**src/rtl/soft_start_sequencer_pkg.sv**
```systemverilog
// Shared FSM encoding for the rail soft-start sequencer and its helpers.
// No logic of its own; constants and a state-class decode only.
package soft_start_sequencer_pkg;

  localparam int STATE_W = 3;

  localparam logic [STATE_W-1:0] ST_IDLE      = 3'd0;
  localparam logic [STATE_W-1:0] ST_RAMP_UP   = 3'd1;
  localparam logic [STATE_W-1:0] ST_REGULATE  = 3'd2;
  localparam logic [STATE_W-1:0] ST_RAMP_DOWN = 3'd3;
  localparam logic [STATE_W-1:0] ST_FAULT     = 3'd4;

  function automatic logic is_ramp(input logic [STATE_W-1:0] s);
    return (s == ST_RAMP_UP) || (s == ST_RAMP_DOWN);
  endfunction

endpackage

```
**src/rtl/soft_start_sequencer_ramp_counter.sv**
```systemverilog
// Saturating up/down duty counter; one-cycle update, clear beats step.
// Holds at 0 and at all-ones rather than wrapping; never stalls its driver.
module soft_start_sequencer_ramp_counter #(
  parameter int WIDTH = 8
) (
  input  logic             clk,
  input  logic             reset,
  input  logic             en,
  input  logic             up_dn,
  input  logic             clear,
  output logic [WIDTH-1:0] cnt
);

  localparam logic [WIDTH-1:0] CNT_MAX = '1;

  logic [WIDTH-1:0] cnt_q;
  logic [WIDTH-1:0] cnt_d;

  always_comb begin
    cnt_d = cnt_q;
    if (clear) begin
      cnt_d = '0;
    end else if (en) begin
      if (up_dn) begin
        if (cnt_q != CNT_MAX) cnt_d = cnt_q + 1'b1;
      end else begin
        if (cnt_q != '0) cnt_d = cnt_q - 1'b1;
      end
    end
  end

  always_ff @(posedge clk or negedge reset) begin
    if (!reset) cnt_q <= '0;
    else        cnt_q <= cnt_d;
  end

  assign cnt = cnt_q;

endmodule

```
**src/rtl/soft_start_sequencer.sv**
```systemverilog
// Soft-start/soft-stop sequencer: ramps duty one LSB per STEP_DIV cycles to target, holds, ramps down, zeroes on fault.
// All outputs registered (one-edge response to inputs); no handshake, inputs are sampled levels.
module soft_start_sequencer
  import soft_start_sequencer_pkg::*;
#(
  parameter int WIDTH    = 8,
  parameter int STEP_DIV = 16,
  parameter int PG_DELAY = 32
) (
  input  logic               clk,
  input  logic               reset,
  input  logic               en,
  input  logic [WIDTH-1:0]   target,
  input  logic               fault,
  input  logic               fault_clr,
  output logic [WIDTH-1:0]   duty,
  output logic               pwr_good,
  output logic               busy,
  output logic               fault_flag,
  output logic [STATE_W-1:0] state
);

  localparam int PRE_W = (STEP_DIV > 1) ? $clog2(STEP_DIV) : 1;
  localparam int PG_W  = $clog2(PG_DELAY + 1);

  localparam logic [PRE_W-1:0] PRE_LAST = PRE_W'(STEP_DIV - 1);
  localparam logic [PG_W-1:0]  PG_LAST  = PG_W'(PG_DELAY);

  logic [STATE_W-1:0] state_q, state_d;
  logic [WIDTH-1:0]   target_q, target_d;
  logic [PRE_W-1:0]   presc_q, presc_d;
  logic [PG_W-1:0]    pg_cnt_q, pg_cnt_d;
  logic               pwr_good_q, pwr_good_d;
  logic               fault_flag_q, fault_flag_d;

  logic               tick;
  logic               cnt_en;
  logic               cnt_up;
  logic               cnt_clr;
  logic [WIDTH-1:0]   duty_cnt;

  assign tick = (presc_q == PRE_LAST);

  // Priority: fault, then fault_clr (FAULT only), then en, then retarget, then step.
  always_comb begin
    state_d      = state_q;
    target_d     = target_q;
    fault_flag_d = fault_flag_q;
    cnt_en       = 1'b0;
    cnt_up       = 1'b0;
    cnt_clr      = 1'b0;

    if (fault) begin
      state_d      = ST_FAULT;
      fault_flag_d = 1'b1;
      cnt_clr      = 1'b1;
    end else begin
      case (state_q)
        ST_IDLE: begin
          cnt_clr = 1'b1;
          if (en) begin
            state_d  = ST_RAMP_UP;
            target_d = target;
          end
        end
        ST_RAMP_UP: begin
          if (!en) begin
            state_d = ST_RAMP_DOWN;
          end else if (duty_cnt == target_q) begin
            state_d = ST_REGULATE;
          end else if (tick) begin
            cnt_en = 1'b1;
            cnt_up = (duty_cnt < target_q);
          end
        end
        ST_REGULATE: begin
          if (!en) begin
            state_d = ST_RAMP_DOWN;
          end else if (target != target_q) begin
            state_d  = ST_RAMP_UP;
            target_d = target;
          end
        end
        ST_RAMP_DOWN: begin
          // Re-enable resumes from the present duty rather than restarting at 0.
          if (en) begin
            state_d  = ST_RAMP_UP;
            target_d = target;
          end else if (duty_cnt == '0) begin
            state_d = ST_IDLE;
          end else if (tick) begin
            cnt_en = 1'b1;
          end
        end
        ST_FAULT: begin
          cnt_clr = 1'b1;
          if (fault_clr && !en) begin
            state_d      = ST_IDLE;
            fault_flag_d = 1'b0;
          end
        end
        default: begin
          state_d = ST_IDLE;
          cnt_clr = 1'b1;
        end
      endcase
    end
  end

  // Prescaler only runs while staying in a ramp state, so every entry restarts it.
  always_comb begin
    presc_d = '0;
    if ((state_d == state_q) && is_ramp(state_q)) begin
      presc_d = tick ? '0 : presc_q + 1'b1;
    end
  end

  always_comb begin
    pg_cnt_d   = '0;
    pwr_good_d = 1'b0;
    if ((state_q == ST_REGULATE) && (state_d == ST_REGULATE)) begin
      pg_cnt_d   = (pg_cnt_q == PG_LAST) ? pg_cnt_q : pg_cnt_q + 1'b1;
      pwr_good_d = (pg_cnt_d == PG_LAST);
    end
  end

  always_ff @(posedge clk or negedge reset) begin
    if (!reset) begin
      state_q      <= ST_IDLE;
      target_q     <= '0;
      presc_q      <= '0;
      pg_cnt_q     <= '0;
      pwr_good_q   <= 1'b0;
      fault_flag_q <= 1'b0;
    end else begin
      state_q      <= state_d;
      target_q     <= target_d;
      presc_q      <= presc_d;
      pg_cnt_q     <= pg_cnt_d;
      pwr_good_q   <= pwr_good_d;
      fault_flag_q <= fault_flag_d;
    end
  end

  soft_start_sequencer_ramp_counter #(
    .WIDTH (WIDTH)
  ) u_ramp_counter (
    .clk   (clk),
    .reset (reset),
    .en    (cnt_en),
    .up_dn (cnt_up),
    .clear (cnt_clr),
    .cnt   (duty_cnt)
  );

  assign duty       = duty_cnt;
  assign pwr_good   = pwr_good_q;
  assign fault_flag = fault_flag_q;
  assign state      = state_q;
  assign busy       = is_ramp(state_q);

endmodule

```
**config.mk**
```make
export PLATFORM = sky130hd
export DESIGN_NAME = soft_start_sequencer
export DESIGN_NICKNAME = d
export VERILOG_FILES = /design/src/rtl/soft_start_sequencer_pkg.sv /design/src/rtl/soft_start_sequencer_ramp_counter.sv /design/src/rtl/soft_start_sequencer.sv
export SDC_FILE = /design/constraint.sdc
export NUM_CORES = 1
export LEC_CHECK = 0
export ABC_CLOCK_PERIOD_IN_PS = 3000
export CORE_ASPECT_RATIO = 1.5
export CORE_MARGIN = 1.5
export CORE_UTILIZATION = 52
export CTS_BUF_LIST = sky130_fd_sc_hd__clkbuf_2
export DETAILED_ROUTE_END_ITERATION = 12
export GPL_TIMING_DRIVEN = 0
export PLACE_DENSITY = 0.86
export SETUP_SLACK_MARGIN = 0.02
export SYNTH_ARGS = -nofsm -noshare
export SYNTH_HDL_FRONTEND = slang
export SYNTH_SLANG_ARGS = --single-unit
```
**constraint.sdc**
```tcl
create_clock -name clk -period 3 [get_ports clk]
set_input_delay 0.75 -clock clk [delete_from_list [all_inputs] [get_ports clk]]
set_output_delay 0.75 -clock clk [all_outputs]
set_load 0.02 [all_outputs]
```
==> impl_metrics.toml, run 1 <==
[placed_design]
dp_hpwl_um = 3680
routabilityCongestion = 0.814
port_buffers = 25
preCtsSetupSlack_ns = -0.706
dp_cells = 309

[die]
core_um2 = 3990
num_rows = 28
ios = 27
die_w_um = 56.1
start_util_pct = 55.1
die_area_um2 = 4640
die_h_um = 82.7

[yosys]
synth-main-ff-cell = "dfrtp_1"
ys_types = 48
syn_avg_cell_area_um2 = 9.20
ys_seq_area_share_pct = 35.3
ys_ff_latch = 31
synth_edf_count = 0
synth-async-reset-ratio_pct = 100
synth.area.top_cells = "dfrtp_1 (35%), ha_1 (9.7%), xnor2_1 (6.0%)"
synthTopCellsByCount = "dfrtp_1 (31), inv_1 (20), nor2_1 (19)"
synth_nets = 270
yosys.area.top_type_share_pct = 35.3
syn_area_um2 = 2200
synthCells = 239
synth.most_common_cell = "dfrtp_1"
yosysTopAreaCell = "dfrtp_1"
yosysWarnings = 0

[power]
peakVddDrop_v = 0.000394
power_w = 0.00105
power.leakage_nw = 1.24
power_density_nw_per_um2 = 351

[critical_path]
endpoint_kind = "register"
crit_fanout = 6
ff2ff_path_depth = 14
cp-start-kind = "register"
r2r-start = "u_ramp_counter.cnt[0]"
cp_data_arrival_time_ns = 3.57
criticalPathCategory = "register to register"
r2r_slack_ns = -0.25
crit_required_ns = 3.32
r2r_end = "u_ramp_counter.cnt[7]"

[sta]
setup_ws_ns = -0.248
fin_worst_skew_ns = 0.0291
min_period_over_period_pct = 108
hold_slack_ns = 0.385
rsz0062_at_grt = "true"
tightest_slew_ns = 1.11
setup_viol = 3
max_slew_margin_pct = 25.5
drv_slew = 0
min_period_ns = 3.25
hold_viol_final = 0
fmax_mhz = 308

[job]
cap_violations = 0

[detailed_routing]
drt_iter0_markers = 184
firstDrtPassIters = 8
drc = 0
wl_um = 6100
dr.max_layer_used = "met4"
vias = 2148
wl_met3_um = 393
vias_per_cell = 6.19
wire_per_inst_um = 17.6
wl_met2_um = 3190
met1_length_um = 2290
ant_nets = 0

[global_routing]
grt_pass1_wl_um = 9490
grt_max_degree = 32
grt_antenna_before_repair = 0
grt_pass1_vias = 2082
overflow = 0
track_usage_pct = 26.1

[cells_and_area]
final_nets = 332
finalNonFillerCells = 347
drive_above_1_share_pct = 30.1
syn_to_final_growth_pct = 36.2
fin_util_pct = 75.0
fillCellCount = 267
antenna_cells = 0

[clocking]
clock_sinks = 31
cts_buffers = 5
cts_root_buf = "clkbuf_2"
insertion_delay_ns = 0.39
clkSlewWorstSetupHoldPaths_ns = 0.18
htree_levels = 2
clock_path_buffers = 2
cts_tree = "yes"

[run_status]
run_status = "complete, but fails checks"
failed_checks = "setup timing"

[min_path]
hold_path.class = "primary input to async pin"
==> report_power, final <==
group	internal, W	total [W]	switching, W	leakage [nW]
Sequential	0.000455	0.000484	0.0000297	0.397
Combinational	0.000198	0.000362	0.000164	0.818
Clock	0.0000560	0.000204	0.000148	0.0281
==> layout make-up <==
| cell class | count | area (um^2) | share of cell area (%) |
|---|---|---|---|
| tap | 45 | 56.3 | 1.88 |
| clock buffer | 6 | 30.0 | 1.00 |
| timing repair buffer | 55 | 469 | 15.7 |
| sequential | 31 | 785 | 26.2 |
| multi-input combinational | 184 | 1550 | 51.8 |
| clock inverter | 2 | 7.51 | 0.251 |
| buffer | 4 | 22.5 | 0.752 |
| inverter | 20 | 75.1 | 2.51 |
==> registers in the layout, summed over array words and instances (netlist names) <==
| name | flops |
|---|---|
| fault_flag | 1 |
| presc_q | 4 |
| pwr_good | 1 |
| u_ramp_counter.cnt | 8 |
| state | 3 |
| target_q | 8 |
| pg_cnt_q | 6 |
==> placed cells by master, fill, tap and decap left out, drive strengths merged, types with 5 or more instances in the layout <==
cell type,n
buf,32
dfrtp,31
clkdlybuf4s50,23
inv,20
nor2,19
ha,17
xnor2,15
nand3,13
nor3,12
nand2,10
a21oi,10
clkbuf,9
mux2,8
o21ai,8
nand4,7
nor2b,7
and3,6
o21a,5
xor2,5
==> timing repair <==
| action | in CTS | in global routing |
|---|---|---|
| pin swaps | 13 | 23 |
| gates cloned | 0 | 0 |
| hold buffers | 0 | 0 |
| resized for setup | 18 | 15 |
| endpoints found under the setup margin | 4 | 5 |
| buffers inserted | 22 | 8 |
==> metal layers <==
layer	vias to the layer above	track usage, %
met5	-	0
met4	0	11.4
met3	27	5.14
met2	98	48.5
met1	1035	28.8
li1	988	-
==> metrics by stage <==
stage / cell area [um^2] / TNS [ns]
after floorplan: 2300 / 0
after global placement: 2610 / -1.33
after detailed placement: 2610 / -1.54
after CTS: 2890 / -0.298
after global routing: 3000 / -1.00
final: 3000 / -0.653
==> cells by family (layout without fill, tap and decap cells) <==
kind of cell | after synthesis | in the layout | synth area share, %
fa+ha+maj | 18 | 18 | 10.6
xor+xnor | 20 | 20 | 7.96
simple gates | 92 | 92 | 22.3
flops | 31 | 31 | 35.3
compound gates | 43 | 43 | 14.0
buf+inv | 24 | 87 | 4.44
mux | 11 | 11 | 5.46
==> critical path, stage by stage (launching register included) <==
cell and delay, ns:
dfrtp_2 0.42, inv_2 0.06, ha_1 0.29, nand4_1 0.16
or3b_4 0.42, and4_4 0.20, nand2_8 0.11, ha_4 0.21
a21oi_2 0.17, o211ai_1 0.14, o41ai_2 0.29, buf_4 0.18
o31ai_1 0.09, a22oi_2 0.20, mux2i_1 0.22
==> how the worst max path moves through the flow <==
stage,startpoint,endpoint,slack [ns],cells past startpoint
floorplan,u_ramp_counter.cnt[1],u_ramp_counter.cnt[7],0.005,13
global placement,fault,u_ramp_counter.cnt[7],-0.59,11
detailed placement,fault,u_ramp_counter.cnt[7],-0.71,11
CTS,u_ramp_counter.cnt[6],u_ramp_counter.cnt[7],-0.17,12
global route,u_ramp_counter.cnt[0],u_ramp_counter.cnt[7],-0.37,14
finish,u_ramp_counter.cnt[0],u_ramp_counter.cnt[7],-0.25,14
(Power assumes the default switching activity.)
==> inputs of run 2 (changes only) <==
- ABC_CLOCK_PERIOD_IN_PS: 3000 -> unset
- PLACE_DENSITY: 0.86 -> 0.85
- SYNTH_HIERARCHICAL: unset -> 1
==> impl_metrics.toml, run 2 <==
[run_status]
run_status = "complete, but fails checks"
failed_checks = "setup timing"

[global_routing]
grt_pass1_vias = 2299
grt_max_degree = 32
grt_antenna_before_repair = 0
track_usage_pct = 24.8
overflow = 0
grt_pass1_wl_um = 9980

[sta]
setup_viol = 2
fin_worst_skew_ns = 0.0145
drv_slew = 0
max_slew_margin_pct = 49.7
tightest_slew_ns = 0.748
rsz0062_at_grt = "true"
min_period_ns = 3.12
fmax_mhz = 320
setup_ws_ns = -0.123
hold_viol_final = 0
min_period_over_period_pct = 104
fin_tns_setup_ns = -0.155
hold_slack_ns = 0.370

[cells_and_area]
final_nets = 371
fin_util_pct = 71.5
final_cell_mix = "buf_4 (31), nor2_1 (26), dfrtp_1 (23), clkdlybuf4s50_1 (23), inv_1 (17)"
finalNonFillerCells = 405
antenna_cells = 0
drive_above_1_share_pct = 25.5
layout_commonest_cell = "buf_4"
syn_to_final_growth_pct = 32.7

[yosys]
synth.area.top_cells = "dfrtp_1 (32%), ha_1 (8.7%), xor2_1 (4.3%)"
synthCells = 279
yosysTopAreaCell = "dfrtp_1"
yosysWarnings = 6
synth_nets = 310
synth.most_common_cell = "dfrtp_1"
synth-main-ff-cell = "dfrtp_1"
syn_area_um2 = 2450
ys_seq_area_share_pct = 31.7
ys_types = 52
synth_edf_count = 0
ys_ff_latch = 31
synth-async-reset-ratio_pct = 100
syn_avg_cell_area_um2 = 8.78
synthTopCellsByCount = "dfrtp_1 (31), nor2_1 (27), inv_1 (21)"
yosys.area.top_type_share_pct = 31.7

[job]
cap_violations = 0

[die]
die_w_um = 59.0
core_um2 = 4540
die_area_um2 = 5140
num_rows = 30
die_h_um = 87.0
start_util_pct = 53.9
ios = 27

[placed_design]
dp_cells = 368
dp_hpwl_um = 4340
preCtsSetupSlack_ns = -0.832
port_buffers = 25
routabilityCongestion = 0.907

[detailed_routing]
wire_per_inst_um = 16.8
drc = 0
vias = 2454
firstDrtPassIters = 5
wl_um = 6800
vias_per_cell = 6.06
ant_nets = 0
drt_iter0_markers = 182

[critical_path]
cp-start-kind = "register"
cp_data_arrival_time_ns = 3.42
crit_required_ns = 3.30
crit_fanout = 7
criticalPathCategory = "register to register"
endpoint_kind = "register"

[clocking]
htree_levels = 2
cts_tree = "yes"
clock_sinks = 31
cts_root_buf = "clkbuf_2"
clkSlewWorstSetupHoldPaths_ns = 0.19
cts_buffers = 5
clock_path_buffers = 2
insertion_delay_ns = 0.40

[power]
power.leakage_nw = 1.30
peakVddDrop_v = 0.000181
power_density_nw_per_um2 = 366

[min_path]
hold_path.class = "primary input to async pin"
## run 2: worst max-delay path: stages (launching register included)
cell and delay [ns]:
dfrtp_2 0.51, ha_4 0.26, nand4_1 0.19, o21ai_2 0.12
nor3_2 0.18, o211a_4 0.24, inv_8 0.05, buf_12 0.12
ha_4 0.26, a211oi_2 0.23, nor2_1 0.09, o31ai_1 0.24
and4_1 0.25, mux2_4 0.30
## run 2: logic make-up (layout without fill, tap and decap cells)
group | count (synthesis) | after routing | synth area share [%]
flip-flops | 31 | 31 | 31.7
buffers and inverters | 31 | 93 | 5.37
multiplexers | 6 | 6 | 2.66
adder cells (fa/ha/maj) | 18 | 18 | 9.50
XOR/XNOR | 18 | 18 | 6.44
AO/OA/AOI/OAI | 70 | 70 | 20.4
AND/OR/NAND/NOR | 105 | 105 | 24.0
## run 2: path summary, 6_finish.rpt
kind	slack, ns	cells past startpoint	start	to
max	-0.12	13	u_ramp_counter/cnt[5]	u_ramp_counter/cnt[7]
min	0.37	1	reset	pg_cnt_q[0]
max reg2reg	-0.12	13	u_ramp_counter/cnt[5]	u_ramp_counter/cnt[7]
min reg2reg	0.51	1	presc_q[0]	presc_q[0]
max in group asynchronous	2.13	1	reset	u_ramp_counter/cnt[7]
min in group clk	0.51	1	presc_q[0]	presc_q[0]
## run 2: metal layers
metal  global-route usage [%]  vias to the layer above  wire, um
met5                        0                        -         0
met2                     44.6                      111      3510
met3                     2.82                       32       324
li1                         -                     1159         -
met4                     13.6                        0       276
met1                     27.6                     1152      2690
## run 2: stage by stage
stage	power, W	cell area, um^2
final	0.00119	3250
after global routing	0.00124	3250
after CTS	0.00109	3010
after detailed placement	0.000764	2810
after global placement	0.000749	2820
after floorplan	0.000676	2490
## run 2: layout make-up
class                   count  area [um^2]
flip-flops and latches     31          786
repair buffers             54          474
fillers                   318         1290
inverters                  21         86.3
clock inverters             3         43.8
clock buffers               5         25.0
well taps                  64         80.1
multi-input cells         217         1690
plain buffers              10         60.1
## run 2: timing repair
action / in CTS / in global routing
hold buffers: 0 / 0
pin swaps: 2 / 9
endpoints found under the setup margin: 3 / 3
buffers inserted: 6 / 23
resized for setup: 19 / 15
## run 2: power by group
part	internal (W)	leakage [nW]	switching, W	total (W)
clock network	0.000141	0.0429	0.000173	0.000314
registers	0.000458	0.394	0.0000445	0.000503
logic	0.000183	0.859	0.000189	0.000371
total	0.000782	1.30	0.000406	0.00119
==> inputs of run 3 (changes only) <==
- CORE_UTILIZATION: 52 -> 50
- PLACE_DENSITY: 0.85 -> 0.83
==> impl_metrics.toml, run 3 (synthesized netlist as in run 2, its figures left out) <==
[clocking]
clock_path_buffers = 2
insertion_delay_ns = 0.39
clkSlewWorstSetupHoldPaths_ns = 0.20
clock_sinks = 31
cts_root_buf = "clkbuf_2"
htree_levels = 2
cts_tree = "yes"
cts_buffers = 5

[power]
p_int_w = 0.000674
peakVddDrop_v = 0.000133
power_density_nw_per_um2 = 338
switching_share_pct = 36.0
seq_power_share_pct = 47.7
p_clk_share_pct = 21.1
power_w = 0.00105
pwr-share-comb_pct = 31.2
power.leakage_nw = 1.24
power.switching_w = 0.000379

[run_status]
failed_checks = "setup timing"
run_status = "complete, but fails checks"

[placed_design]
routabilityCongestion = 0.893
dp_hpwl_um = 4190
dp_cells = 370
port_buffers = 25
place_area_um2 = 2820

[sta]
fin_worst_skew_ns = 0.0232
min_period_over_period_pct = 103
setup_viol = 2
min_period_ns = 3.08
hold_viol_final = 0
max_slew_margin_pct = 50.2
drv_slew = 0
fmax_mhz = 324
rsz0062_at_grt = "true"
setup_ws_ns = -0.0843
tightest_slew_ns = 0.740

[die]
core_um2 = 4770
die_w_um = 60.1
ios = 27
die_h_um = 88.7
die_area_um2 = 5330
num_rows = 31
start_util_pct = 51.3

[critical_path]
path_buf_inv = 2
crit_path_frequent_cell = "ha_4"
crit_chain = "inv_1 -> ha_4 -> nand4_1 -> o21ai_2 -> nor3_2 -> o211a_4 -> inv_8 -> ha_4 -> a211o_1 -> a211oi_2 -> o211ai_1 -> and4_1 -> mux2_4"
endpoint_kind = "register"
criticalPathCategory = "register to register"
cp_data_arrival_time_ns = 3.38
critical-path-max-stage-delay_ns = 0.42
cp-start-kind = "register"
crit_fanout = 7
cp_slowest_cell = "dfrtp_1"
crit_required_ns = 3.30
crit_family = "compound AO/OA/AOI/OAI gates"

[cells_and_area]
syn_to_final_growth_pct = 27.2
antenna_cells = 0
final_nets = 362
layout_commonest_cell = "nor2_1"
finalNonFillerCells = 398
seq_area_um2 = 786
final_cell_mix = "nor2_1 (27), dfrtp_1 (23), clkdlybuf4s50_1 (23)"
fillCellCount = 392
final_area_um2 = 3110
multi_input_area_um2 = 1660
drive_above_1_share_pct = 21.7

[global_routing]
track_usage_pct = 23.3
grt_pass1_wl_um = 9510
grt_max_degree = 32
grt_antenna_before_repair = 0
grt_pass1_vias = 2181
overflow = 0

[detailed_routing]
drt_iter0_markers = 107
wl_um = 6120
ant_nets = 0
vias = 2338
drc = 0
firstDrtPassIters = 4
wire_per_inst_um = 15.4
vias_per_cell = 5.87

[min_path]
hold_path.class = "primary input to async pin"

[job]
cap_violations = 0
==> run 3: final timing paths <==
kind	from	endpoint	slack, ns	cells past startpoint
setup / recovery	target_q[6]	u_ramp_counter/cnt[7]	-0.08	13
max in group asynchronous	reset	u_ramp_counter/cnt[2]	2.15	1
hold / removal	reset	pg_cnt_q[0]	0.35	1
setup reg to reg	target_q[6]	u_ramp_counter/cnt[7]	-0.08	13
hold reg to reg	presc_q[0]	presc_q[0]	0.47	1
min in group clk	presc_q[0]	presc_q[0]	0.47	1
==> run 3: power by group through the flow <==
| stage | Clock, W | Sequential, W | Combinational [W] |
|---|---|---|---|
| final | 0.000222 | 0.000503 | 0.000329 |
| after detailed placement | 0 | 0.000515 | 0.000243 |
| after floorplan | 0 | 0.000505 | 0.000171 |
| after global placement | 0 | 0.000513 | 0.000237 |
| after global routing | 0.000245 | 0.000507 | 0.000361 |
| after CTS | 0.000225 | 0.000506 | 0.000250 |
==> run 3: routing by layer <==
metal / vias up / part of all wire [%] / GRT usage [%] / routed length (um)
met1: 1114 / 40 / 26.0 / 2460
met5: - / 0 / 0 / 0
met2: 76 / 52 / 41.6 / 3200
met4: 0 / 3.8 / 11.5 / 231
li1: 1127 / - / - / -
met3: 21 / 3.7 / 3.80 / 226
==> run 3: final cells by class <==
cell class / count / area share (%)
Clock inverter: 3 / 0.643
Multi-Input combinational cell: 217 / 53.2
Clock buffer: 5 / 0.804
Sequential cell: 31 / 25.2
Tap cell: 66 / 2.65
Timing Repair Buffer: 45 / 12.7
Buffer: 10 / 2.05
Inverter: 21 / 2.77
==> run 3: timing repair <==
| item | in CTS | in global routing |
|---|---|---|
| buffers inserted | 6 | 15 |
| gates resized for setup | 11 | 19 |
| endpoints found under the hold margin | 0 | 0 |
| pin swaps | 2 | 14 |
| setup endpoints to repair | 3 | 4 |
| hold buffers | 0 | 0 |
==> run 3: metrics by stage <==
stage          setup TNS [ns]  hold slack (ns)  utilization [%]  setup WS, ns
4_1_cts               -0.0239            0.375             61.6       -0.0239
3_5_place_dp            -2.56            0.459             59.0        -0.763
3_3_place_gp            -2.31            0.446             59.1        -0.746
2_1_floorplan         -0.0713            0.430                -       -0.0713
6_report               -0.119            0.353             65.3       -0.0843
5_1_grt                -0.363            0.399             65.3        -0.197
